### config.mk
export PLATFORM = sky130hd
export DESIGN_NAME = serial_tx_sequencer
export DESIGN_NICKNAME = d
export VERILOG_FILES = /design/src/rtl/serial_tx_sequencer.sv
export SDC_FILE = /design/constraint.sdc
export NUM_CORES = 1
export LEC_CHECK = 0
export ABC_CLOCK_PERIOD_IN_PS = 4400
export CAP_MARGIN = 20
export CELL_PAD_IN_SITES_DETAIL_PLACEMENT = 0
export CELL_PAD_IN_SITES_GLOBAL_PLACEMENT = 2
export CORE_MARGIN = 3
export CORE_UTILIZATION = 30
export CTS_CLUSTER_SIZE = 40
export DETAILED_ROUTE_END_ITERATION = 12
export PLACE_DENSITY = 0.72
export SYNTH_ARGS = -nofsm -noshare
export SYNTH_HDL_FRONTEND = slang
export SYNTH_SLANG_ARGS = --single-unit
### constraint.sdc
create_clock -name clk -period 4.4 [get_ports clk]
set_input_delay 0.88 -clock clk [delete_from_list [all_inputs] [get_ports clk]]
set_output_delay 0.88 -clock clk [all_outputs]
set_load 0.005 [all_outputs]
### src/rtl/serial_tx_sequencer.sv
// serial_tx_sequencer
//   Sequences an external 8-bit shift-left register. The register has
//   parallel load, clock enable, serial-in and MSB serial-out.
//   One byte is accepted per valid/ready handshake. The sequencer then
//   pulses LOAD once and issues one shift enable per bit period of DIV
//   clocks, so each bit is presented on SO MSB first.
//
// Parameters
//   DIV  clocks per bit period (1..65535)
//   GAP  idle clocks after each frame before tx_ready returns (0..255)
//
// Optional feature (compile-time macro SERIAL_TX_SEQ_PARITY_EN)
//   When the macro is defined, each frame gets a ninth bit period that
//   carries even parity of the captured byte. The parity bit is fed in
//   on sr_si at the first shift, so it reaches the MSB after 8 shifts.
//
// Ports
//   clk        in   system clock, posedge
//   rst_n      in   asynchronous active-low reset
//   tx_data    in   [7:0] byte to send, sampled on handshake
//   tx_valid   in   source has a byte
//   tx_ready   out  sequencer idle, can accept a byte
//   sr_pdata   out  [7:0] parallel data to the shift register
//   sr_load    out  shift-register LOAD
//   sr_ce      out  shift-register clock enable
//   sr_si      out  shift-register serial-in
//   tx_active  out  frame in progress (LOAD and SHIFT states)
//   tx_done    out  one-clock pulse as the last bit period ends
module serial_tx_sequencer #(
  parameter int DIV = 4,
  parameter int GAP = 0
) (
  input  logic       clk,
  input  logic       rst_n,
  input  logic [7:0] tx_data,
  input  logic       tx_valid,
  output logic       tx_ready,
  output logic [7:0] sr_pdata,
  output logic       sr_load,
  output logic       sr_ce,
  output logic       sr_si,
  output logic       tx_active,
  output logic       tx_done
);

  localparam logic [1:0] S_IDLE  = 2'd0;
  localparam logic [1:0] S_LOAD  = 2'd1;
  localparam logic [1:0] S_SHIFT = 2'd2;
  localparam logic [1:0] S_GAP   = 2'd3;

  localparam logic [15:0] DIV_M1 = 16'(DIV - 1);
  localparam logic [7:0]  GAP_M1 = 8'(GAP - 1);

`ifdef SERIAL_TX_SEQ_PARITY_EN
  localparam logic [3:0] LAST_BIT = 4'd8;
`else
  localparam logic [3:0] LAST_BIT = 4'd7;
`endif

  logic [1:0]  state_q,   state_d;
  logic [15:0] div_cnt_q, div_cnt_d;
  logic [3:0]  bit_cnt_q, bit_cnt_d;
  logic [7:0]  gap_cnt_q, gap_cnt_d;
  logic [7:0]  pdata_q,   pdata_d;
  logic        bit_end;

`ifdef SERIAL_TX_SEQ_PARITY_EN
  logic parity_q, parity_d;
`endif

  always_comb begin
    state_d   = state_q;
    div_cnt_d = div_cnt_q;
    bit_cnt_d = bit_cnt_q;
    gap_cnt_d = gap_cnt_q;
    pdata_d   = pdata_q;
`ifdef SERIAL_TX_SEQ_PARITY_EN
    parity_d  = parity_q;
`endif
    case (state_q)
      S_IDLE: begin
        if (tx_valid) begin
          state_d = S_LOAD;
          pdata_d = tx_data;
`ifdef SERIAL_TX_SEQ_PARITY_EN
          parity_d = ^tx_data;
`endif
        end
      end
      S_LOAD: begin
        state_d   = S_SHIFT;
        div_cnt_d = '0;
        bit_cnt_d = '0;
      end
      S_SHIFT: begin
        if (div_cnt_q == DIV_M1) begin
          div_cnt_d = '0;
          if (bit_cnt_q == LAST_BIT) begin
            state_d   = (GAP == 0) ? S_IDLE : S_GAP;
            gap_cnt_d = '0;
          end else begin
            bit_cnt_d = bit_cnt_q + 4'd1;
          end
        end else begin
          div_cnt_d = div_cnt_q + 16'd1;
        end
      end
      S_GAP: begin
        if (gap_cnt_q == GAP_M1) state_d = S_IDLE;
        else                     gap_cnt_d = gap_cnt_q + 8'd1;
      end
      default: state_d = S_IDLE;
    endcase
  end

  always_ff @(posedge clk or negedge rst_n) begin
    if (!rst_n) begin
      state_q   <= S_IDLE;
      div_cnt_q <= '0;
      bit_cnt_q <= '0;
      gap_cnt_q <= '0;
      pdata_q   <= '0;
`ifdef SERIAL_TX_SEQ_PARITY_EN
      parity_q  <= 1'b0;
`endif
    end else begin
      state_q   <= state_d;
      div_cnt_q <= div_cnt_d;
      bit_cnt_q <= bit_cnt_d;
      gap_cnt_q <= gap_cnt_d;
      pdata_q   <= pdata_d;
`ifdef SERIAL_TX_SEQ_PARITY_EN
      parity_q  <= parity_d;
`endif
    end
  end

  // Last clock of a bit period: the shift happens on the following edge.
  assign bit_end   = (state_q == S_SHIFT) && (div_cnt_q == DIV_M1);

  assign tx_ready  = (state_q == S_IDLE);
  assign sr_load   = (state_q == S_LOAD);
  // CE is also raised during LOAD; LOAD has priority in the register.
  assign sr_ce     = (state_q == S_LOAD) || bit_end;
  assign tx_active = (state_q == S_LOAD) || (state_q == S_SHIFT);
  assign tx_done   = bit_end && (bit_cnt_q == LAST_BIT);
  assign sr_pdata  = pdata_q;

`ifdef SERIAL_TX_SEQ_PARITY_EN
  assign sr_si = bit_end && (bit_cnt_q == 4'd0) && parity_q;
`else
  assign sr_si = 1'b0;
`endif

endmodule

---- Word level (Yosys, flattened, before mapping) ----
Index checks and enable logic that the tools add are counted.
cells by class
  add/subtract/negate cells ............... 3
  bitwise gates (word level) .............. 0
  div/mod/pow operators ................... 0
  multipliers ............................. 0
  equality and inequality tests ........... 12
  shifts and indexed selects .............. 0
  magnitude comparators ................... 0
  mux-type cells .......................... 14
  reductions and logical operators ........ 11
operators by type and width
  kind                                                    number
  one-hot mux 16 bit (2 select lines)                     1
  2-to-1 mux 8 bit                                        3
  adder 16 x 1 -> 16 bit (second input constant)          1
  equality test 16 x 2 -> 1 bit (second input constant)   1
  2-to-1 mux 16 bit                                       1
  one-hot mux 8 bit (2 select lines)                      1
  adder 8 x 1 -> 8 bit (second input constant)            1
  equality test 8 bit (second input constant)             1
  2-to-1 mux 2 bit                                        4
  2-to-1 mux 4 bit                                        2
  inequality test 2 bit (second input constant)           4
  one-hot mux 2 bit (4 select lines)                      1
  one-hot mux 4 bit (2 select lines)                      1
  AND reduction 4 bit                                     2
  adder 4 x 1 -> 4 bit (second input constant)            1
  equality test 2 bit (second input constant)             2
  equality test 4 x 3 -> 1 bit (second input constant)    1
  inequality test 2 x 1 -> 1 bit (second input constant)  2
  nonzero test 2 bit                                      2
  AND reduction 3 bit                                     1
  equality test 2 x 1 -> 1 bit (second input constant)    1
  logical AND 1 bit                                       2
  zero test 2 bit                                         1
  logical OR 1 bit                                        2
  AND reduction 2 bit                                     1
word-level totals
  flip-flop bits (word level) ............. 38
  memory bits (read-only) ................. 0
  latch bits .............................. 0
  output and inout port bits .............. 14
  memory bits (writable) .................. 0
  word-level logic and storage cells ...... 45
  memories kept ........................... 0

---- Longest topological paths before layout ----
Gate-level depths: netlist of run 1.
  word-level depth ........................ 4
  depth in mapped cells ................... 7
  mapped depth without buffers ............ 7

---- Worst setup path after synthesis of run 1 ----
No wires, ideal clock.
  path kind ............................... reg-to-output
  start ................................... register div_cnt_q[0]
  end ..................................... output tx_done
  data arrival time ....................... 1.311 ns
  slack ................................... 2.209 ns
  buffers on the path ..................... 0
  stages on the path, launching flop included .. 6
  cells stage by stage .................... dfrtp_1 > ha_1 > nor4b_4 > and4_2 > nand2_1 > nor2_1
between the ends
  longest elaborated chain between the ends .. 3
ends and longest elaborated chain
  item                           line  text
  start: declaration             61    logic [15:0] div_cnt_q, div_cnt_d;
  start signal: assignment       128   div_cnt_q <= div_cnt_d;
  equality test 16 x 2 -> 1 bit  139   assign bit_end = (state_q == S_SHIFT) && (div_cnt_q == DIV_M1);
  logical AND 1 bit              139
  logical AND 1 bit              146   assign tx_done = bit_end && (bit_cnt_q == LAST_BIT);
  end: declaration               43    output logic tx_done
No other way between the ends.

---- Worst setup path in the final report of run 1 ----
Ends and elaborated chain as after synthesis.

==> results of run 1 <==
[synthesized netlist by cell type, types with 4 or more instances]
cell	n	area [µm²]
a21oi_1	5	25.0
mux2_2	9	101
dfrtp_1	38	951
nand2b_1	4	25.0
nand2_1	16	60.1
ha_1	9	113
xor2_1	12	105
inv_1	8	30.0
o21ai_0	4	20.0
nand4_1	8	50.1
a22o_1	5	43.8
nand3_1	15	75.1
nor2_1	26	97.6
[per-layer routing]
layer / up-vias / wire length, µm / global-route usage, % / part of all wire, %
met4: 0 / 49 / 3.06 / 1.1
met2: 15 / 1910 / 16.6 / 44
li1: 785 / - / - / -
met1: 746 / 2290 / 15.8 / 53
met5: - / 0 / 0 / 0
met3: 5 / 97 / 2.83 / 2.2
[worst max-delay path: stages (launching register included)]
cell and delay, ns:
dfrtp_1 0.41, ha_1 0.22, nor4b_4 0.27, and4_2 0.32, nand2_1 0.09, nor2_1 0.13, clkdlybuf4s50_1 0.50
[power by group]
part | total, µW | switching (µW) | internal, µW
registers | 452 | 42.2 | 410
clock network | 362 | 134 | 227
logic | 515 | 250 | 265
total | 1330 | 427 | 902
[flip-flops by register name (all words and copies together) (netlist names)]
| signal | cells |
|---|---|
| gap_cnt_q | 8 |
| bit_cnt_q | 4 |
| div_cnt_q | 16 |
| sr_pdata | 8 |
| state_q | 2 |
[cells in the final DEF (no fill, tap or decap), drive strengths merged, types with 3 or more instances in the layout]
cell / count
dfrtp: 38
clkbuf: 5
nor2: 26
xor2: 12
nor4: 4
nand2b: 4
inv: 8
nand4: 9
nor3b: 3
a22o: 5
a21oi: 5
nand3: 16
mux2i: 3
ha: 9
o21ai: 5
mux2: 12
and3: 4
nand2: 16
clkdlybuf4s50: 22
[path summary, 6_finish.rpt]
path / depth (start not counted) / endpoint / start / slack (ns)
min reg2reg: 1 / sr_pdata[4] / sr_pdata[4] / 0.51
min in group asynchronous: 1 / gap_cnt_q[1] / rst_n / 0.70
max in group asynchronous: 1 / div_cnt_q[9] / rst_n / 3.15
min: 1 / sr_pdata[4] / sr_pdata[4] / 0.51
max: 6 / tx_done / div_cnt_q[0] / 1.28
max reg2reg: 5 / div_cnt_q[15] / div_cnt_q[0] / 2.17
[area by class of cell]
cell class                      count  area share (%)
Multi-Input combinational cell    157            43.9
Tap cell                           96            4.60
Sequential cell                    38            36.4
Inverter                            8            1.15
Clock buffer                        5            2.64
Timing Repair Buffer               23            8.63
Clock inverter                      3            2.64
[per-stage QoR]
| stage | std cells | cell area (µm²) | utilization, % |
|---|---|---|---|
| floorplan | 208 | 2150 | - |
| global placement | 322 | 2470 | 36.0 |
| detailed placement | 322 | 2470 | 36.0 |
| CTS | 330 | 2610 | 38.0 |
| global route | 330 | 2610 | 38.0 |
| finish | 330 | 2610 | 38.0 |
[logic make-up after synthesis]
group,Yosys count,synth area share (%)
AND/OR/NAND/NOR,91,24.7
AO/OA/AOI/OAI,27,9.31
buffers and inverters,13,2.50
other,1,0.174
XOR/XNOR,14,5.70
multiplexers,15,8.20
adder cells (fa/ha/maj),9,5.24
flip-flops,38,44.2
==> metrics, run 1 <==
IO Port Bufs=23; fmax=321 MHz; Rows=30; status=completed; Die ar.=8220 µm²; unrepaired setup endpoints after global routing=false; Clock Pin Slew Worst Setup and Hold Paths=0.08 ns; Yosys Warn Count=0; worst skew pair latency=0.29 ns; layout cells sized above 1=15.8%; CTS-repair resized insts=0; Top FF cell, synth=dfrtp_1; global route overflow=0; ys async rst share=100%; power per cell area=509 nW/µm²; GRT Total Usage=11.1%; total power=1330 µW; min-delay worst type=reg -> reg; Slew Limit Fails=0; final hold vios=0; area of the multi-input gates=1150 µm²; Root Buffer=clkbuf_8; area delta synth->final=21.3%; Filler Cell Count=694; Mapped Area=2150 µm²; CP Class=reg -> out; antenna violations before repair=0; Reg area=951 µm²; DR DRC count=0; CP startpoint kind=register; Synth Register Bits=38; Detail Route Antenna Nets=0; DR vias/cell=4.70; NumNets Final=253; CTS tree=done; fin crit period=3.12 ns; number of flops mapped to enable cells by yosys=0; Gate Count Post-Synth=208; vias in the first global route=1554; global-route wire length before repair=7.49 mm; clock skew=0.00509 ns; DRT Pass-1 Iters=4; Clock Path Buffers=2; Die H=90.7 µm; Avg WL per Cell=13.2 µm; largest net degree at the start of global routing=39; Post-CTS Setup Bufs=0; Fin Hold WS=0.508 ns; Slew HR=35.4%; Final Worst Setup Slack=1.28 ns; Sinks on Clock Net=38; Die Wd=90.7 µm; Initial Util=31.3%; total core area=6870 µm²; sequential-to-total area share from yosys stat=44.2%; critical path arrival=2.24 ns; n_diodes=0; max cap viols=0; CTS Hold Bufs=0; Ports=25; Avg Cell Area, Syn=10.3 µm²; Req. time, crit path=3.52 ns; Pleak=0.00111 µW; Synth cell types=45; worst vdd ir=0.206 mV; dpl ws=1.58 ns; H-tree levels=2; routability congestion estimate=0.715; HPWL after detailed placement=3.07 mm; Setup-failing EPs final=0; via count=1551; CTS Buf Count=5; Max FO, Critical Path=4; nature of the critical path endpoint=primary output; final wirelength=4.35 mm; Tcrit/Tclk final=70.9%; setup TNS=0 ns; Initial DRC Count=21; Worst-Margin Slew=0.968 ns; Synthesized Nets=228
(Power assumes the default switching activity.)
==> run 2: changes to the inputs <==
--- a/config.mk
+++ b/config.mk
@@ -5,7 +5,7 @@
 export SDC_FILE = /design/constraint.sdc
 export NUM_CORES = 1
 export LEC_CHECK = 0
-export ABC_CLOCK_PERIOD_IN_PS = 4400
+export ABC_CLOCK_PERIOD_IN_PS = 2750
 export CAP_MARGIN = 20
 export CELL_PAD_IN_SITES_DETAIL_PLACEMENT = 0
 export CELL_PAD_IN_SITES_GLOBAL_PLACEMENT = 2
@@ -13,7 +13,7 @@
 export CORE_UTILIZATION = 30
 export CTS_CLUSTER_SIZE = 40
 export DETAILED_ROUTE_END_ITERATION = 12
-export PLACE_DENSITY = 0.72
+export PLACE_DENSITY = 0.75
 export SYNTH_ARGS = -nofsm -noshare
 export SYNTH_HDL_FRONTEND = slang
 export SYNTH_SLANG_ARGS = --single-unit
==> constraint.sdc (replaced) <==
create_clock -name clk -period 2.75 [get_ports clk]
set_input_delay 0.55 -clock clk [delete_from_list [all_inputs] [get_ports clk]]
set_output_delay 0.55 -clock clk [all_outputs]
set_load 0.005 [all_outputs]
==> run 2 against run 1 <==
Effect of this change: combinational power is 67% higher; core utilization is 0.86 points higher; first-iteration DRC count is 67% higher; clock power is 37% higher; clock skew is 0.00059 ns lower.
==> metrics, run 2 (same netlist as run 1, synthesis figures left out) <==
layout cells sized above 1=19.0%; status=completed; NumNets Final=262; min-delay worst type=in -> async; HPWL after detailed placement=3.22 mm; critical path arrival=2.07 ns; total power=2080 µW; Reg with most FFs=div_cnt_q; reg-to-reg startpoint=div_cnt_q[1]; worst path bufs/invs=1; Clock Pin Slew Worst Setup and Hold Paths=0.08 ns; area delta synth->final=24.1%; Initial Util=31.3%; R2R setup slack=0.54 ns; Die Wd=90.7 µm; Rows=30; clock skew=0.00450 ns; Die ar.=8220 µm²; Worst-Margin Slew=0.897 ns; CTS Buf Count=5; Die H=90.7 µm; fin crit period=2.62 ns; Setup-failing EPs final=0; GRT Total Usage=11.7%; via count=1626; Slew HR=40.2%; antenna violations before repair=0; final wirelength=4.56 mm; dpl ws=0.282 ns; vias in the first global route=1590; worst vdd ir=0.296 mV; Fin Hold WS=0.382 ns; DR vias/cell=4.81; total core area=6870 µm²; CP Class=reg -> out; Tcrit/Tclk final=95.2%; Worst Reg2Reg Path Length in Cells=8; worst skew pair latency=0.29 ns; Max FO, Critical Path=4; CTS tree=done; Filler Cell Count=725; power per cell area=780 nW/µm²; global-route wire length before repair=7.74 mm; commonest non-fill, non-tap cell in the layout=dfrtp_1; crit path cell chain=ha_4, nor4b_4, and4_4, nand2_1, nor2_1, clkdlybuf4s50_1; routability congestion estimate=0.765; final hold vios=0; Avg WL per Cell=13.5 µm; Sinks on Clock Net=38; H-tree levels=2; Slew Limit Fails=0; DRT Pass-1 Iters=3; slowest CP cell=clkdlybuf4s50_1; Ports=25; fmax=382 MHz; Initial DRC Count=35; IO Port Bufs=23; Reg area=951 µm²; Detail Route Antenna Nets=0; n_diodes=0; CP peak stage delay=0.50 ns; Pleak=0.00115 µW; commonest non-fill, non-tap cells in the layout=38 x dfrtp_1, 26 x nor2_1, 21 x clkdlybuf4s50_1; CP top delay family=simple AND/OR/NAND/NOR gates; nature of the critical path endpoint=primary output; DR DRC count=0; max reg flops=16; max cap viols=0; Clock Path Buffers=2; Req. time, crit path=2.20 ns; largest net degree at the start of global routing=39; Worst R2R End=state_q[0]; area of the multi-input gates=1160 µm²; Root Buffer=clkbuf_8; global route overflow=0; Final Worst Setup Slack=0.132 ns; CP startpoint kind=register
## run 2: layer usage
| metal | part of all wire [%] | track usage, % | vias up |
|---|---|---|---|
| li1 | - | - | 803 |
| met1 | 49 | 15.5 | 803 |
| met2 | 47 | 18.3 | 14 |
| met3 | 2.5 | 2.67 | 6 |
| met4 | 1.8 | 4.72 | 0 |
| met5 | 0 | 0 | - |
## run 2: per-stage QoR
stage / utilization [%] / cells / TNS (ns) / area, µm²
global route: 38.9 / 338 / -0.00998 / 2670
global placement: 36.2 / 324 / 0 / 2490
detailed placement: 36.2 / 324 / 0 / 2490
floorplan: - / 208 / 0 / 2150
finish: 38.9 / 338 / 0 / 2670
CTS: 38.0 / 332 / 0 / 2610
## run 2: how the worst max path moves through the flow
stage                       startpoint    endpoint  depth (start not counted)
final                     div_cnt_q[1]     tx_done                          6
after global routing      div_cnt_q[1]     tx_done                          6
after CTS                 div_cnt_q[0]     tx_done                          6
after detailed placement  div_cnt_q[0]     tx_done                          6
after global placement    div_cnt_q[0]     tx_done                          6
after floorplan           div_cnt_q[0]  state_q[0]                          6
## run 2: what timing repair did
| item | in CTS | in global routing |
|---|---|---|
| pin swaps | 0 | 3 |
| hold buffers | 0 | 0 |
| buffers inserted | 1 | 6 |
| resized for setup | 1 | 3 |
| endpoints found under the setup margin | 2 | 2 |
## run 2: power breakdown
| part | switching, µW | internal (µW) |
|---|---|---|
| Sequential | 69.3 | 656 |
| Combinational | 407 | 454 |
| Clock | 205 | 290 |
| Total | 681 | 1400 |
## run 2: layout make-up
cell class                 count  share of cell area [%]
clock buffer                   6                    3.09
tap                           96                    4.50
multi-input combinational    157                    43.5
inverter                       8                    1.13
timing repair buffer          32                    11.1
clock inverter                 1                    1.13
sequential                    38                    35.6
==> run 3: changes to the inputs <==
--- a/config.mk
+++ b/config.mk
@@ -14,6 +14,7 @@
 export CTS_CLUSTER_SIZE = 40
 export DETAILED_ROUTE_END_ITERATION = 12
 export PLACE_DENSITY = 0.75
+export SETUP_SLACK_MARGIN = 0.3
 export SYNTH_ARGS = -nofsm -noshare
 export SYNTH_HDL_FRONTEND = slang
 export SYNTH_SLANG_ARGS = --single-unit
==> run 3 against run 2 <==
Effect of this change: cell count is 0.89% higher; cell area is 0.84% higher; global-route usage is 0.21 points higher; sequential share of layout area is 0.16 points lower; flip-flop and latch count stayed put; core utilization is 0.33 points higher; maximum frequency is 12% higher; critical endpoint is now tx_active; die area stayed put; clock power hardly changed; critical path type unchanged; sequential power is 0.6% lower; largest power group unchanged; hold slack better by 0.0070 ns; critical path depth is 3 lower.
==> metrics, run 3 (same netlist as run 1, synthesis figures left out) <==
worst vdd ir=0.299 mV; Final Cell Area=2690 µm²; CTS Buf Count=5; CTS tree=done; Slew Limit Fails=0; Cells after DPL=324; Worst R2R End=state_q[0]; R2R setup slack=0.67 ns; final hold vios=0; fin cells=341; antenna violations before repair=0; M1 GR Usage=15.7%; NumNets Final=265; routability congestion estimate=0.765; Initial DRC Count=40; Max FO, Critical Path=9; DR vias/cell=4.78; CP startpoint kind=register; fmax=428 MHz; critical path arrival=1.79 ns; Die Wd=90.7 µm; Tcrit/Tclk final=84.9%; clock skew=0.00327 ns; Sinks on Clock Net=38; nature of the critical path endpoint=primary output; Clock Path Buffers=2; Setup-failing EPs final=0; CP peak stage delay=0.54 ns; via count=1631; Worst Reg2Reg Path Length in Cells=7; Finished Core Util=39.2%; CTS Hold Bufs=0; Rows=30; IO Port Bufs=23; GRT Total Usage=11.9%; area delta synth->final=25.1%; DRT Pass-1 Iters=4; crit path cell chain=inv_1, ha_2, clkdlybuf4s50_1; reg-to-reg startpoint=div_cnt_q[1]; commonest non-fill, non-tap cells in the layout=35 x dfrtp_1, 26 x nor2_1, 20 x clkdlybuf4s50_1; Worst-Margin Slew=0.896 ns; Reg power frac=34.6%; Slew HR=40.2%; n_diodes=0; commonest non-fill, non-tap cell in the layout=dfrtp_1; Gate power share=41.7%; Clock power frac=23.7%; placed cell area=2490 µm²; Avg WL per Cell=13.4 µm; Req. time, crit path=2.20 ns; max cap viols=0; CP Class=reg -> out; internal power=1410 µW; total core area=6870 µm²; switching share of total power=32.6%; Root Buffer=clkbuf_8; setup TNS=0 ns; switching power=679 µW; H-tree levels=2; unrepaired setup endpoints after global routing=false; met3 GRT Util=2.67%; worst skew pair latency=0.29 ns; Pleak=0.00116 µW; global-route wire length before repair=7.87 mm; slowest CP cell=clkdlybuf4s50_1; power per cell area=775 nW/µm²; Die ar.=8220 µm²; largest net degree at the start of global routing=39; busiest grt layer=met2; Ports=25; final wirelength=4.57 mm; layout cells sized above 1=22.0%; DR DRC count=0; GR Util met2=19.1%; status=completed; Detail Route Antenna Nets=0; max reg flops=16; Die H=90.7 µm; min-delay worst type=in -> async; Reg with most FFs=div_cnt_q; global route overflow=0; vias in the first global route=1621; HPWL after detailed placement=3.22 mm; fin crit period=2.34 ns; Initial Util=31.3%; Clock Pin Slew Worst Setup and Hold Paths=0.08 ns
==> run 3: area by class of cell <==
cell class                      count  area, µm²
Clock buffer                        6       82.6
Inverter                            8       30.0
Clock inverter                      1       30.0
Sequential cell                    38        955
Timing Repair Buffer               35        313
Fill cell                         729       4180
Tap cell                           96        120
Multi-Input combinational cell    157       1160
==> run 3: worst max-delay path by stage <==
stage                       startpoint          to  slack [ns]  cells after the start
after floorplan           div_cnt_q[0]  state_q[0]        0.86                      6
after global placement    div_cnt_q[0]     tx_done        0.32                      6
after detailed placement  div_cnt_q[0]     tx_done        0.28                      6
after CTS                   state_q[0]   tx_active        0.32                      3
after global routing        state_q[0]   tx_active        0.30                      3
final                       state_q[0]   tx_active        0.41                      3
==> run 3: critical path, delay by kind of cell, from the launching register on <==
| family | cells | cell delay [ns] |
|---|---|---|
| adders and majority gates | 1 | 0.43 |
| DFF | 1 | 0.42 |
| buffers and inverters | 2 | 0.65 |
==> run 3: what timing repair did <==
action / CTS / global route
endpoints found under the hold margin: 0 / 0
resized for setup: 9 / 1
buffers inserted: 10 / 0
endpoints found under the setup margin: 2 / 1
pin swaps: 3 / 0
==> run 3: routing by layer <==
metal	vias to the layer above	wire length, µm
li1	811	-
met1	801	2210
met2	15	2190
met3	4	113
met4	0	51
met5	-	0
==> run 3: power groups by stage <==
| stage | sequential, µW | combinational, µW | clock [µW] |
|---|---|---|---|
| 6_report | 721 | 869 | 494 |
| 5_1_grt | 739 | 964 | 533 |
| 4_1_cts | 723 | 886 | 509 |
| 3_5_place_dp | 737 | 866 | 0 |
| 3_3_place_gp | 733 | 872 | 0 |
| 2_1_floorplan | 733 | 499 | 0 |
==> run 3: per-stage QoR <==
| step | hold slack [ns] | power (µW) | worst slack [ns] |
|---|---|---|---|
| floorplan | 0.254 | 1230 | 0.863 |
| global placement | 0.487 | 1610 | 0.325 |
| detailed placement | 0.492 | 1600 | 0.282 |
| CTS | 0.425 | 2120 | 0.319 |
| global route | 0.450 | 2240 | 0.304 |
| finish | 0.389 | 2080 | 0.415 |
